### src/rtl/rf_writeback_queue_pkg.sv
// Shared register-file constants and the writeback queue entry type.
// Pure declarations, no timing.
// Used by the writeback queue and its FIFO.
package rf_writeback_queue_pkg;

  localparam int REG_IDX_W = 5;
  localparam int XLEN      = 32;
  localparam int REG_COUNT = 32;
  localparam logic [REG_IDX_W-1:0] X0_IDX = '0;

  typedef struct packed {
    logic [REG_IDX_W-1:0] rd;
    logic [XLEN-1:0]      val;
  } wb_entry_t;

  function automatic logic is_x0(input logic [REG_IDX_W-1:0] idx);
    return idx == X0_IDX;
  endfunction

endpackage

### src/rtl/rf_writeback_queue_wb_fifo.sv
// In-order FIFO with two ordered push ports (push0 older) and one pop port.
// Head is combinational from registered state; pushes visible next cycle.
// No internal backpressure: the caller sizes pushes against the free output.
module wb_fifo
  import rf_writeback_queue_pkg::*;
#(
  parameter int DEPTH  = 4,
  parameter int PTR_W  = $clog2(DEPTH),
  parameter int QCNT_W = $clog2(DEPTH) + 1
) (
  input  logic              i_clk,
  input  logic              i_rst,
  input  logic              i_push0_vld,
  input  wb_entry_t         i_push0_dat,
  input  logic              i_push1_vld,
  input  wb_entry_t         i_push1_dat,
  input  logic              i_pop,
  output wb_entry_t         o_head_dat,
  output logic [QCNT_W-1:0] o_count,
  output logic [QCNT_W-1:0] o_free
);

  wb_entry_t          mem_q [DEPTH];
  wb_entry_t          mem_d [DEPTH];
  logic [PTR_W-1:0]   rd_ptr_q, rd_ptr_d;
  logic [PTR_W-1:0]   wr_ptr_q, wr_ptr_d;
  logic [QCNT_W-1:0]  count_q, count_d;
  logic               pop_ok;

  assign pop_ok     = i_pop && (count_q != '0);
  assign o_count    = count_q;
  // A same-cycle pop hands its slot to this cycle's pushes.
  assign o_free     = QCNT_W'(DEPTH) - count_q + QCNT_W'(pop_ok);
  assign o_head_dat = (count_q != '0) ? mem_q[rd_ptr_q] : '0;

  // Next pointers, occupancy and storage; push0 lands ahead of push1.
  always_comb begin
    mem_d    = mem_q;
    rd_ptr_d = rd_ptr_q;
    wr_ptr_d = wr_ptr_q;
    if (pop_ok) rd_ptr_d = rd_ptr_q + 1'b1;
    if (i_push0_vld) begin
      mem_d[wr_ptr_d] = i_push0_dat;
      wr_ptr_d        = wr_ptr_d + 1'b1;
    end
    if (i_push1_vld) begin
      mem_d[wr_ptr_d] = i_push1_dat;
      wr_ptr_d        = wr_ptr_d + 1'b1;
    end
    count_d = count_q - QCNT_W'(pop_ok) + QCNT_W'(i_push0_vld) + QCNT_W'(i_push1_vld);
  end

  // Pointer and count registers; storage contents need no reset.
  always_ff @(posedge i_clk) begin
    if (i_rst) begin
      rd_ptr_q <= '0;
      wr_ptr_q <= '0;
      count_q  <= '0;
    end else begin
      rd_ptr_q <= rd_ptr_d;
      wr_ptr_q <= wr_ptr_d;
      count_q  <= count_d;
    end
  end

  // Entry storage.
  always_ff @(posedge i_clk) begin
    mem_q <= mem_d;
  end

endmodule

### src/rtl/rf_writeback_queue.sv
// Collects ALU/LSU results into an in-order queue and writes one per cycle into the RF.
// Accepted result reaches o_rf_* the next cycle at the earliest; per-register busy scoreboard.
// Producers are throttled by free queue slots; reservations by saturated pending counters.
module rf_writeback_queue
  import rf_writeback_queue_pkg::*;
#(
  parameter int DEPTH = 4,
  parameter int CNT_W = 2
) (
  input  logic                 i_clk,
  input  logic                 i_rst,
  input  logic                 i_rsv_valid,
  input  logic [REG_IDX_W-1:0] i_rsv_rd,
  output logic                 o_rsv_ready,
  input  logic                 i_alu_valid,
  input  logic [REG_IDX_W-1:0] i_alu_rd,
  input  logic [XLEN-1:0]      i_alu_val,
  output logic                 o_alu_ready,
  input  logic                 i_lsu_valid,
  input  logic [REG_IDX_W-1:0] i_lsu_rd,
  input  logic [XLEN-1:0]      i_lsu_val,
  output logic                 o_lsu_ready,
  input  logic [REG_IDX_W-1:0] i_rs1,
  input  logic [REG_IDX_W-1:0] i_rs2,
  output logic                 o_rs1_busy,
  output logic                 o_rs2_busy,
  output logic                 o_rf_we,
  output logic [REG_IDX_W-1:0] o_rf_rd,
  output logic [XLEN-1:0]      o_rf_val
);

  localparam int QCNT_W = $clog2(DEPTH) + 1;
  localparam logic [CNT_W-1:0] CNT_MAX = '1;

  wb_entry_t         head;
  wb_entry_t         lsu_ent, alu_ent;
  logic [QCNT_W-1:0] count, free;
  logic              pop, lsu_push, alu_push, rsv_fire;
  logic [CNT_W-1:0]  cnt_q [REG_COUNT];
  logic [CNT_W-1:0]  cnt_d [REG_COUNT];

  // The RF never stalls, so the head retires whenever the queue holds anything.
  assign pop      = (count != '0);
  assign o_rf_we  = pop;
  assign o_rf_rd  = head.rd;
  assign o_rf_val = head.val;

  // LSU has priority on the last slot; ALU needs a second slot only when LSU competes.
  assign o_lsu_ready = (free >= QCNT_W'(1));
  assign o_alu_ready = (free >= QCNT_W'(2)) || ((free >= QCNT_W'(1)) && !i_lsu_valid);

  // x0 results handshake normally but never occupy the queue.
  assign lsu_push = i_lsu_valid && o_lsu_ready && !is_x0(i_lsu_rd);
  assign alu_push = i_alu_valid && o_alu_ready && !is_x0(i_alu_rd);
  assign lsu_ent  = '{rd: i_lsu_rd, val: i_lsu_val};
  assign alu_ent  = '{rd: i_alu_rd, val: i_alu_val};

  wb_fifo #(.DEPTH(DEPTH)) u_fifo (
    .i_clk       (i_clk),
    .i_rst       (i_rst),
    .i_push0_vld (lsu_push || alu_push),
    .i_push0_dat (lsu_push ? lsu_ent : alu_ent),
    .i_push1_vld (lsu_push && alu_push),
    .i_push1_dat (alu_ent),
    .i_pop       (pop),
    .o_head_dat  (head),
    .o_count     (count),
    .o_free      (free)
  );

  // A retiring write to the same register frees a count in the same cycle.
  assign o_rsv_ready = (cnt_q[i_rsv_rd] != CNT_MAX) || (o_rf_we && (o_rf_rd == i_rsv_rd));
  assign rsv_fire    = i_rsv_valid && o_rsv_ready && !is_x0(i_rsv_rd);
  assign o_rs1_busy  = !is_x0(i_rs1) && (cnt_q[i_rs1] != '0);
  assign o_rs2_busy  = !is_x0(i_rs2) && (cnt_q[i_rs2] != '0);

  // Pending-write counters: +1 per reservation, -1 per RF strobe, floor at zero.
  always_comb begin
    for (int r = 0; r < REG_COUNT; r++) begin
      cnt_d[r] = cnt_q[r];
      if (rsv_fire && (i_rsv_rd == REG_IDX_W'(r)) &&
          !(o_rf_we && (o_rf_rd == REG_IDX_W'(r)))) begin
        cnt_d[r] = cnt_q[r] + 1'b1;
      end else if (o_rf_we && (o_rf_rd == REG_IDX_W'(r)) &&
                   !(rsv_fire && (i_rsv_rd == REG_IDX_W'(r))) &&
                   (cnt_q[r] != '0)) begin
        cnt_d[r] = cnt_q[r] - 1'b1;
      end
    end
  end

  // Counter registers.
  always_ff @(posedge i_clk) begin
    for (int r = 0; r < REG_COUNT; r++) begin
      cnt_q[r] <= i_rst ? '0 : cnt_d[r];
    end
  end

endmodule
### config.mk
export PLATFORM = sky130hd
export DESIGN_NAME = rf_writeback_queue
export DESIGN_NICKNAME = d
export VERILOG_FILES = /design/src/rtl/rf_writeback_queue_pkg.sv /design/src/rtl/rf_writeback_queue_wb_fifo.sv /design/src/rtl/rf_writeback_queue.sv
export SDC_FILE = /design/constraint.sdc
export NUM_CORES = 1
export LEC_CHECK = 0
export BUFFER_PORTS_ARGS = -buffer_cell sky130_fd_sc_hd__buf_4
export CAP_MARGIN = 20
export CORE_MARGIN = 8
export CORE_UTILIZATION = 59
export CTS_CLUSTER_SIZE = 20
export DETAILED_ROUTE_END_ITERATION = 8
export PLACE_DENSITY = 0.8
export SKIP_LAST_GASP = 1
export SLEW_MARGIN = 20
export SYNTH_ARGS = -nofsm -noshare
export SYNTH_HDL_FRONTEND = slang
export SYNTH_SLANG_ARGS = --single-unit
### constraint.sdc
create_clock -name i_clk -period 4.8 [get_ports i_clk]
set_clock_uncertainty 0.2 [all_clocks]
set_input_delay 0.24 -clock i_clk [delete_from_list [all_inputs] [get_ports i_clk]]
set_output_delay 0.24 -clock i_clk [all_outputs]
set_load 0.1 [all_outputs]
==> impl_metrics.json, run 1 <==
{
  "hold_ws_ns": 0.0701,
  "antenna_found_initial": 1,
  "cts.htree.levels": 1,
  "hold_end": "u_fifo.wr_ptr_q[0]",
  "startpoint_type": "flop",
  "setup_tns_ns": 0,
  "drv_cap": 0,
  "crit_arrival_ns": 4.86,
  "p_int_mw": 6.36,
  "drive_above_1_share": 0.190,
  "routed_wl_um": 43000,
  "fin_util": 0.759,
  "core_area_mm2": 0.0203,
  "syn_area_per_cell_um2": 9.09,
  "yosysTopAreaCellShare": 0.359,
  "synth_edf_count": 0,
  "layout_common_cells": "217 x dfxtp_1, 167 x buf_4, 144 x o22ai_1, 140 x a2bb2oi_1, 109 x dlygate4sd3_1",
  "min_path_cells": 2,
  "irDropWorstVdd_mv": 0.855,
  "rows": 52,
  "multi_input_area_mm2": 0.00742,
  "seq_power_share": 0.241,
  "r2r_slack_ns": 0.23,
  "setup_slack_ns": 0.226,
  "path_max_fanout": 9,
  "setup_viol": 0,
  "syn_inst": 1345,
  "timing.rr.start": "u_fifo.o_count[1]",
  "ys_types": 65,
  "async_reset_ff_frac": 0,
  "overflow": 0,
  "pwr-share-clk": 0.159,
  "n_fill_cell": 1340,
  "via_per_inst": 7.02,
  "firstDrtPassIters": 7,
  "finalHoldViolations": 0,
  "critical_path_required_ns": 5.09,
  "regArea_mm2": 0.00439,
  "ys_seq_area_frac": 0.359,
  "drc_errors": 0,
  "layout_commonest_cell": "dfxtp_1",
  "cts_tree": "done",
  "cts_buffer_depth": 3,
  "tightestPinTransition_ns": 1.07,
  "port_buffers": 136,
  "antenna_left": 0,
  "rsz0062_at_grt": "no",
  "grt_max_degree": 74,
  "switching_share": 0.487,
  "gp_congestion": 0.925,
  "period_share": 0.953,
  "clk_pin_slew_ns": 0.06,
  "drv_slew": 0,
  "period_minus_slack_ns": 4.57,
  "ys.flop_type": "dfxtp_1",
  "syn_area_mm2": 0.0122,
  "fmax_mhz": 219,
  "max_slew_margin": 0.287,
  "drtIter0Drc": 1596,
  "ios": 137,
  "numCtsBuffers": 25,
  "p_leak_nw": 5.80,
  "die_y_um": 160,
  "synth_seq_cells": 219,
  "yosys.area.top_type": "dfxtp_1",
  "place_inst": 1665,
  "outcome": "finished, final reports clean",
  "clock-root-buffer": "clkbuf_16",
  "die_w_um": 160,
  "hold_path.class": "in -> reg",
  "grt_pass1_vias": 12900,
  "hpwl_um": 25600,
  "reg2reg_depth": 16,
  "finalPower_mw": 12.4,
  "fin_cells": 1828,
  "final_area_mm2": 0.0154,
  "post_dp_cell_area_mm2": 0.0134,
  "clock_latency_ns": 0.54,
  "switchingPower_mw": 6.03,
  "fp.dieArea_mm2": 0.0256,
  "pre_cts_ws_ns": 0.620,
  "p_comb_frac": 0.599,
  "critPathCaptureType": "flop",
  "hp-start": "i_rst",
  "area_growth_pct": 26.0,
  "gr-usage-all-layers": 0.319,
  "start_util": 0.602,
  "clkSinkCount": 219,
  "crit_type": "reg -> reg",
  "synth_area_leaders": "dfxtp_1 36%, a2bb2oi_1 10%, mux4_2 9.6%, o22ai_1 7.4%, nor2_1 3.0%",
  "startpoint": "u_fifo.o_count[1]",
  "r2r-end": "u_fifo.mem_q[51]",
  "nets": 1648,
  "syn-num-nets": 1454,
  "grt_first_pass_wirelength_um": 68000,
  "ys_warn_count": 0,
  "wl_per_cell_um": 23.5,
  "cellPowerDensity_mw_per_mm2": 805,
  "vias": 12800
}
what timing repair did:
| action | CTS | global route |
|---|---|---|
| hold buffers | 109 | 0 |
| endpoints found under the setup margin | 0 | 26 |
| hold endpoints to repair | 148 | 0 |
| buffers inserted | 0 | 8 |
| gates resized for setup | 0 | 0 |
state kept, by name (all words and copies together) (netlist names):
| signal | count |
|---|---|
| cnt_q | 64 |
| u_fifo.mem_q | 148 |
| u_fifo.o_count | 3 |
| u_fifo.rd_ptr_q | 2 |
| u_fifo.wr_ptr_q | 2 |
critical path: stages (launching register included):
cell	delay (ns)
dfxtp_1	0.33
or3_2	0.50
inv_1	0.20
ha_1	0.28
o31a_1	0.30
inv_1	0.12
o211a_1	0.30
a21oi_2	0.05
buf_4	0.19
xnor2_1	0.26
inv_1	0.11
ha_1	0.21
nand2_1	0.08
a21boi_4	0.29
buf_4	0.23
a2bb2oi_1	0.27
dlygate4sd3_1	0.58
synth_stat cells (18+ instances only):
cell and count:
dfxtp_1 219, o22ai_1 144, a2bb2oi_1 140, nor2_1 98, clkbuf_1 87, nand2_1 75, o21ai_0 72, a21oi_1 62
mux4_2 52, nor3_1 43, and2_1 40, nand3_1 31, xnor2_1 27, a221oi_1 23, a211oi_1 18
power by group through the flow:
stage	sequential, mW	clock (mW)	combinational [mW]
final	2.99	1.98	7.43
after CTS	2.93	1.97	7.13
after global placement	2.93	0	6.62
after global routing	3.04	2.05	7.73
after floorplan	2.81	0	5.33
after detailed placement	2.96	0	6.74
worst max path at each step:
stage	endpoint	slack [ns]	depth (start not counted)
after floorplan	u_fifo.o_count[2]	0.14	17
after global placement	u_fifo.mem_q[68]	0.77	15
after detailed placement	u_fifo.mem_q[66]	0.62	15
after CTS	u_fifo.mem_q[71]	0.04	16
after global routing	u_fifo.mem_q[146]	0.02	15
final	u_fifo.mem_q[51]	0.23	16
logic make-up after synthesis:
kind of cell / count (synthesis) / synth area share
buffers and inverters: 124 / 0.0397
xor gates and xnor gates: 40 / 0.0287
DFF: 219 / 0.359
adders and majority gates: 15 / 0.0166
AOI/OAI and AO/OA: 527 / 0.305
and+or+nand+nor: 356 / 0.144
muxes: 64 / 0.108
per-layer routing:
metal | GRT usage | vias up | share of wire
met5 | 0 | - | 0
met3 | 0.0666 | 195 | 0.11
met2 | 0.528 | 983 | 0.47
li1 | - | 5617 | -
met1 | 0.390 | 6029 | 0.37
met4 | 0.155 | 0 | 0.046
layout make-up:
type / instances / share of cell area
Antenna cell: 1 / 0.000162
Clock buffer: 34 / 0.0461
Clock inverter: 11 / 0.00837
Inverter: 14 / 0.00341
Multi-Input combinational cell: 1002 / 0.482
Sequential cell: 219 / 0.285
Tap cell: 270 / 0.0219
Timing Repair Buffer: 277 / 0.154
No activity file was read; power rests on OpenSTA's default activity.
==> inputs of run 2 (changes only) <==
ABC_AREA = 1   (was not set)
CORE_UTILIZATION = 61   (was 59)
PLACE_DENSITY = 0.82   (was 0.8)
==> run 2 against run 1 <==
Against the previous run: total power shrank 5.2%; wire length grew 11%; clock power shrank 3%; sequential power is essentially flat; sequential cell count is the same; synthesized area grew 21%; via count grew 31%; core utilization shrank 4.5 points; hold slack lost 0.050 ns.
==> impl_metrics.json, run 2 <==
{
  "outcome": "finished, final reports clean",
  "critPathCaptureType": "flop",
  "setup_tns_ns": 0,
  "core_area_mm2": 0.0240,
  "start_util": 0.614,
  "r2r_slack_ns": 0.29,
  "overflow": 0,
  "crit_arrival_ns": 4.74,
  "syn-num-nets": 2496,
  "syn_inst": 2387,
  "hp-start": "i_lsu_rd[2]",
  "final_area_mm2": 0.0171,
  "startpoint": "u_fifo.o_count[1]",
  "synth_edf_count": 0,
  "routed-wl-met3_um": 4460,
  "antenna_left": 0,
  "ys_top_cells_by_count": "567 x nand2_1, 301 x nand3_1, 229 x nor2_1",
  "rows": 57,
  "via_per_inst": 5.93,
  "port_buffers": 136,
  "synth_area_leaders": "dfxtp_1 30%, nand2_1 14%, nand3_1 10%, a21oi_1 6.5%, o21ai_0 6.4%",
  "period_share": 0.939,
  "syn_area_mm2": 0.0147,
  "grt_pass1_vias": 16000,
  "timing.rr.start": "u_fifo.o_count[1]",
  "synth.most_common_cell": "nand2_1",
  "firstDrtPassIters": 7,
  "clk_pin_slew_ns": 0.06,
  "antenna_found_initial": 0,
  "fp.dieArea_mm2": 0.0294,
  "drive_above_1_share": 0.122,
  "drv_slew": 0,
  "setup_slack_ns": 0.292,
  "crit_type": "reg -> reg",
  "area_growth_pct": 16.3,
  "path_max_fanout": 71,
  "p_leak_nw": 7.64,
  "clkSinkCount": 219,
  "vias": 16800,
  "wl_per_cell_um": 16.8,
  "drc_errors": 0,
  "ios": 137,
  "drt-met1-wl_um": 18300,
  "n_fill_cell": 2047,
  "irDropWorstVdd_mv": 1.18,
  "largest_register_ffs": 148,
  "gr-usage-all-layers": 0.317,
  "ys.flop_type": "dfxtp_1",
  "clock-root-buffer": "clkbuf_16",
  "critical_path_required_ns": 5.03,
  "finalHoldViolations": 0,
  "cts_buffer_depth": 3,
  "tightestPinTransition_ns": 1.08,
  "min_path_cells": 5,
  "layout_common_cells": "565 x nand2_1, 301 x nand3_1, 229 x nor2_1, 223 x inv_1, 217 x dfxtp_1",
  "fmax_mhz": 222,
  "startpoint_type": "flop",
  "cts_tree": "done",
  "cellPowerDensity_mw_per_mm2": 685,
  "highest_layer": "met4",
  "clock_latency_ns": 0.54,
  "setup_viol": 0,
  "r2r-end": "u_fifo.mem_q[55]",
  "post_dp_cell_area_mm2": 0.0156,
  "max_slew_margin": 0.283,
  "ys_seq_area_frac": 0.297,
  "drv_cap": 0,
  "layout_commonest_cell": "nand2_1",
  "ys_warn_count": 0,
  "synth_seq_cells": 219,
  "reg2reg_depth": 13,
  "hpwl_um": 30000,
  "hold_ws_ns": 0.0205,
  "die_y_um": 171,
  "yosys.area.top_type": "dfxtp_1",
  "post_cts_resize_count": 0,
  "hold_end": "u_fifo.mem_q[71]",
  "antennaDiodeCount": 0,
  "numCtsBuffers": 25,
  "routed_wl_um": 47500,
  "period_minus_slack_ns": 4.51,
  "async_reset_ff_frac": 0,
  "largest-register": "u_fifo.mem_q",
  "yosysTopAreaCellShare": 0.297,
  "die_w_um": 171,
  "met2WireLength_um": 22600,
  "syn_area_per_cell_um2": 6.18,
  "finalPower_mw": 11.7,
  "ys_types": 42,
  "hold_path.class": "in -> reg",
  "grt_first_pass_wirelength_um": 77100,
  "drtIter0Drc": 1683,
  "cts.htree.levels": 1,
  "rsz0062_at_grt": "no",
  "gp_congestion": 0.965,
  "nets": 2600,
  "pre_cts_ws_ns": 0.888,
  "grt_max_degree": 89
}
[run 2: per-layer routing]
metal / global-route usage / up-vias
met2: 0.549 / 934
met1: 0.378 / 7604
met5: 0 / -
met3: 0.0448 / 188
met4: 0.160 / 0
li1: - / 8067
[run 2: cell families (layout without fill, tap and decap cells)]
| kind of cell | count (synthesis) | count (layout) | synth area share |
|---|---|---|---|
| xor gates and xnor gates | 1 | 1 | 0.000594 |
| adders and majority gates | 15 | 15 | 0.0137 |
| and+or+nand+nor | 1182 | 1182 | 0.361 |
| DFF | 219 | 219 | 0.297 |
| buffers and inverters | 393 | 515 | 0.114 |
| AOI/OAI and AO/OA | 577 | 577 | 0.213 |
[run 2: timing repair]
action                                  4_1_cts  5_1_grt
endpoints found under the setup margin        0        0
hold endpoints to repair                    154        0
setup buffers                                 0        0
hold buffers                                 73        0
[run 2: layout make-up]
type	count	area, um2	share of cell area
Sequential cell	219	4390	0.256
Inverter	239	898	0.0524
Clock buffer	39	748	0.0436
Clock inverter	6	70.1	0.00409
Tap cell	324	405	0.0236
Timing Repair Buffer	231	1930	0.113
Multi-Input combinational cell	1775	8710	0.508
[run 2: worst max path at each step]
stage / depth (start not counted) / slack [ns] / end
final: 13 / 0.29 / u_fifo.mem_q[55]
after global routing: 13 / 0.08 / u_fifo.mem_q[55]
after CTS: 13 / 0.40 / u_fifo.mem_q[130]
after detailed placement: 12 / 0.89 / u_fifo.mem_q[84]
after global placement: 12 / 1.06 / u_fifo.mem_q[95]
after floorplan: 19 / 0.02 / u_fifo.mem_q[12]
[run 2: critical path, stage by stage, from the launching register on]
cell and delay [ns]:
dfxtp_1 0.39, inv_1 0.13, ha_1 0.37, o41ai_4 0.44, nand2_1 0.22, nand2_8 0.11
nand3_1 0.12, nand2_4 0.32, buf_4 0.50, buf_4 0.65, nand3_1 0.14, nand2_1 0.09
o21ai_0 0.09, dlygate4sd3_1 0.57
[run 2: stage by stage]
stage                     std cells   util
after floorplan                2387      -
after global placement         2715  0.649
after detailed placement       2715  0.649
after CTS                      2833  0.713
after global routing           2833  0.713
final                          2833  0.713
[run 2: where the power goes]
part / internal (mW) / switching, mW
registers: 2.53 / 0.440
logic: 1.77 / 5.09
clock network: 1.13 / 0.796
total: 5.43 / 6.32
==> inputs of run 3 (changes only) <==
RECOVER_POWER = 50   (was not set)
==> run 3 against run 2 <==
Against the previous run: sequential cell count did not move; wire length rose by 0.10%; design area fell by 1.5%; core utilization fell by 1.1 points; the run now ends with max-capacitance violations, max-slew violations left; worst setup slack got worse by 0.050 ns; fmax fell by 1.1%; global-route usage did not move.
==> impl_metrics.json, run 3 (same netlist as run 2, synthesis figures left out) <==
{
  "outcome": "finished with violations",
  "violations": "max-capacitance violations, max-slew violations",
  "core_area_mm2": 0.0240,
  "finalHoldViolations": 0,
  "tightestPinTransition_ns": 1.88,
  "numCtsBuffers": 25,
  "r2r-end": "cnt_q[21][1]",
  "drv_cap": 2,
  "antennaDiodeCount": 0,
  "cts_tree": "done",
  "r2r_slack_ns": 0.24,
  "ios": 137,
  "startpoint_type": "flop",
  "slowest_stage": "nor2_1",
  "antenna_found_initial": 0,
  "wl_per_cell_um": 16.8,
  "post_dp_cell_area_mm2": 0.0156,
  "critical_path_required_ns": 5.02,
  "rsz0062_at_grt": "no",
  "drtIter0Drc": 1708,
  "hp-start": "i_lsu_rd[2]",
  "max_slew_margin": -0.256,
  "critPathCaptureType": "flop",
  "antenna_left": 0,
  "gr-usage-all-layers": 0.317,
  "min_path_cells": 5,
  "use_met1": 0.378,
  "drc_errors": 0,
  "start_util": 0.614,
  "die_w_um": 171,
  "cellPowerDensity_mw_per_mm2": 681,
  "period_share": 0.950,
  "nets": 2600,
  "final_area_mm2": 0.0169,
  "clkSinkCount": 219,
  "drv_slew": 50,
  "timing.rr.start": "u_fifo.rd_ptr_q[1]",
  "path_max_fanout": 41,
  "crit_arrival_ns": 4.78,
  "routed_wl_um": 47600,
  "area_growth_pct": 14.5,
  "largest-register": "u_fifo.mem_q",
  "layout_commonest_cell": "nand2_1",
  "grt_pass1_vias": 16000,
  "clock-root-buffer": "clkbuf_16",
  "fin_util": 0.703,
  "reg2reg_depth": 9,
  "vias": 16800,
  "drive_above_1_share": 0.102,
  "pre_cts_ws_ns": 0.888,
  "crit_type": "reg -> reg",
  "clk_pin_slew_ns": 0.06,
  "grt_busiest_layer": "met2",
  "p_leak_nw": 7.53,
  "port_buffers": 136,
  "cts_buffer_depth": 3,
  "hold_end": "u_fifo.mem_q[108]",
  "largest_register_ffs": 148,
  "cts.htree.levels": 1,
  "period_minus_slack_ns": 4.56,
  "grtUsageMet3": 0.0448,
  "rows": 57,
  "use_met2": 0.549,
  "cp_num_buf_inv": 2,
  "firstDrtPassIters": 6,
  "irDropWorstVdd_mv": 1.13,
  "path_cells": "inv_2 > nand3_2 > nand2_1 > nor2_1 > inv_2 > nor2_1 > nand2_1 > o21ai_0 > a21oi_1",
  "overflow": 0,
  "via_per_inst": 5.92,
  "hold_path.class": "in -> reg",
  "layout_common_cells": "569 x nand2_1, 314 x nand3_1, 234 x nor2_1, 227 x inv_1, 217 x dfxtp_1",
  "grt_max_degree": 89,
  "die_y_um": 171,
  "cp_top_family": "simple AND/OR/NAND/NOR gates",
  "fp.dieArea_mm2": 0.0294,
  "fmax_mhz": 219,
  "hpwl_um": 30000,
  "setup_viol": 0,
  "clock_latency_ns": 0.54,
  "setup_tns_ns": 0,
  "slowest_delay_ns": 1.40,
  "gp_congestion": 0.965,
  "setup_slack_ns": 0.242,
  "grt_first_pass_wirelength_um": 77100
}
## run 3: per-layer routing
metal / vias to the layer above / routed length [um]
li1: 8065 / -
met5: - / 0
met1: 7628 / 18400
met2: 915 / 22800
met3: 177 / 4220
met4: 0 / 2090
## run 3: how the worst max path moves through the flow
stage	startpoint	endpoint	slack [ns]	depth (start not counted)
after CTS	u_fifo.o_count[1]	u_fifo.mem_q[130]	0.40	13
after floorplan	u_fifo.o_count[1]	u_fifo.mem_q[12]	0.02	19
after global placement	u_fifo.o_count[1]	u_fifo.mem_q[95]	1.06	12
after global routing	u_fifo.rd_ptr_q[1]	cnt_q[31][0]	0.04	10
final	u_fifo.rd_ptr_q[1]	cnt_q[21][1]	0.24	9
after detailed placement	u_fifo.o_count[1]	u_fifo.mem_q[84]	0.89	12
## run 3: timing repair
action / CTS / global route
hold endpoints to repair: 154 / 0
gates resized for setup: 0 / 0
setup buffers: 0 / 0
hold buffers: 73 / 0
## run 3: report_power, final
part           switching, mW  internal [mW]  total [mW]
logic                   5.05           1.56        6.61
registers              0.441           2.53        2.97
clock network          0.790           1.13        1.92
total                   6.28           5.22        11.5
## run 3: worst register-to-register path, stage by stage (launching register included)
cell     delay (ns)
dfxtp_2        1.01
inv_2          0.21
nand3_2        0.14
nand2_1        0.10
nor2_1         1.40
inv_2          0.57
nor2_1         0.44
nand2_1        0.11
o21ai_0        0.18
a21oi_1        0.06
## run 3: layout make-up
class	instances	area, um2
Tap cell	324	405
Timing Repair Buffer	231	1810
Inverter	239	898
Multi-Input combinational cell	1775	8570
Clock inverter	6	70.1
Sequential cell	219	4390
Clock buffer	39	748
Fill cell	2112	7140
## run 3: per-stage QoR
step                hold WS, ns  instances  power [mW]
floorplan                 0.109       2387        8.11
global placement          0.258       2715        9.38
detailed placement        0.262       2715        9.51
CTS                     0.00229       2833        11.6
global route             0.0704       2833        12.1
finish                   0.0237       2833        11.5
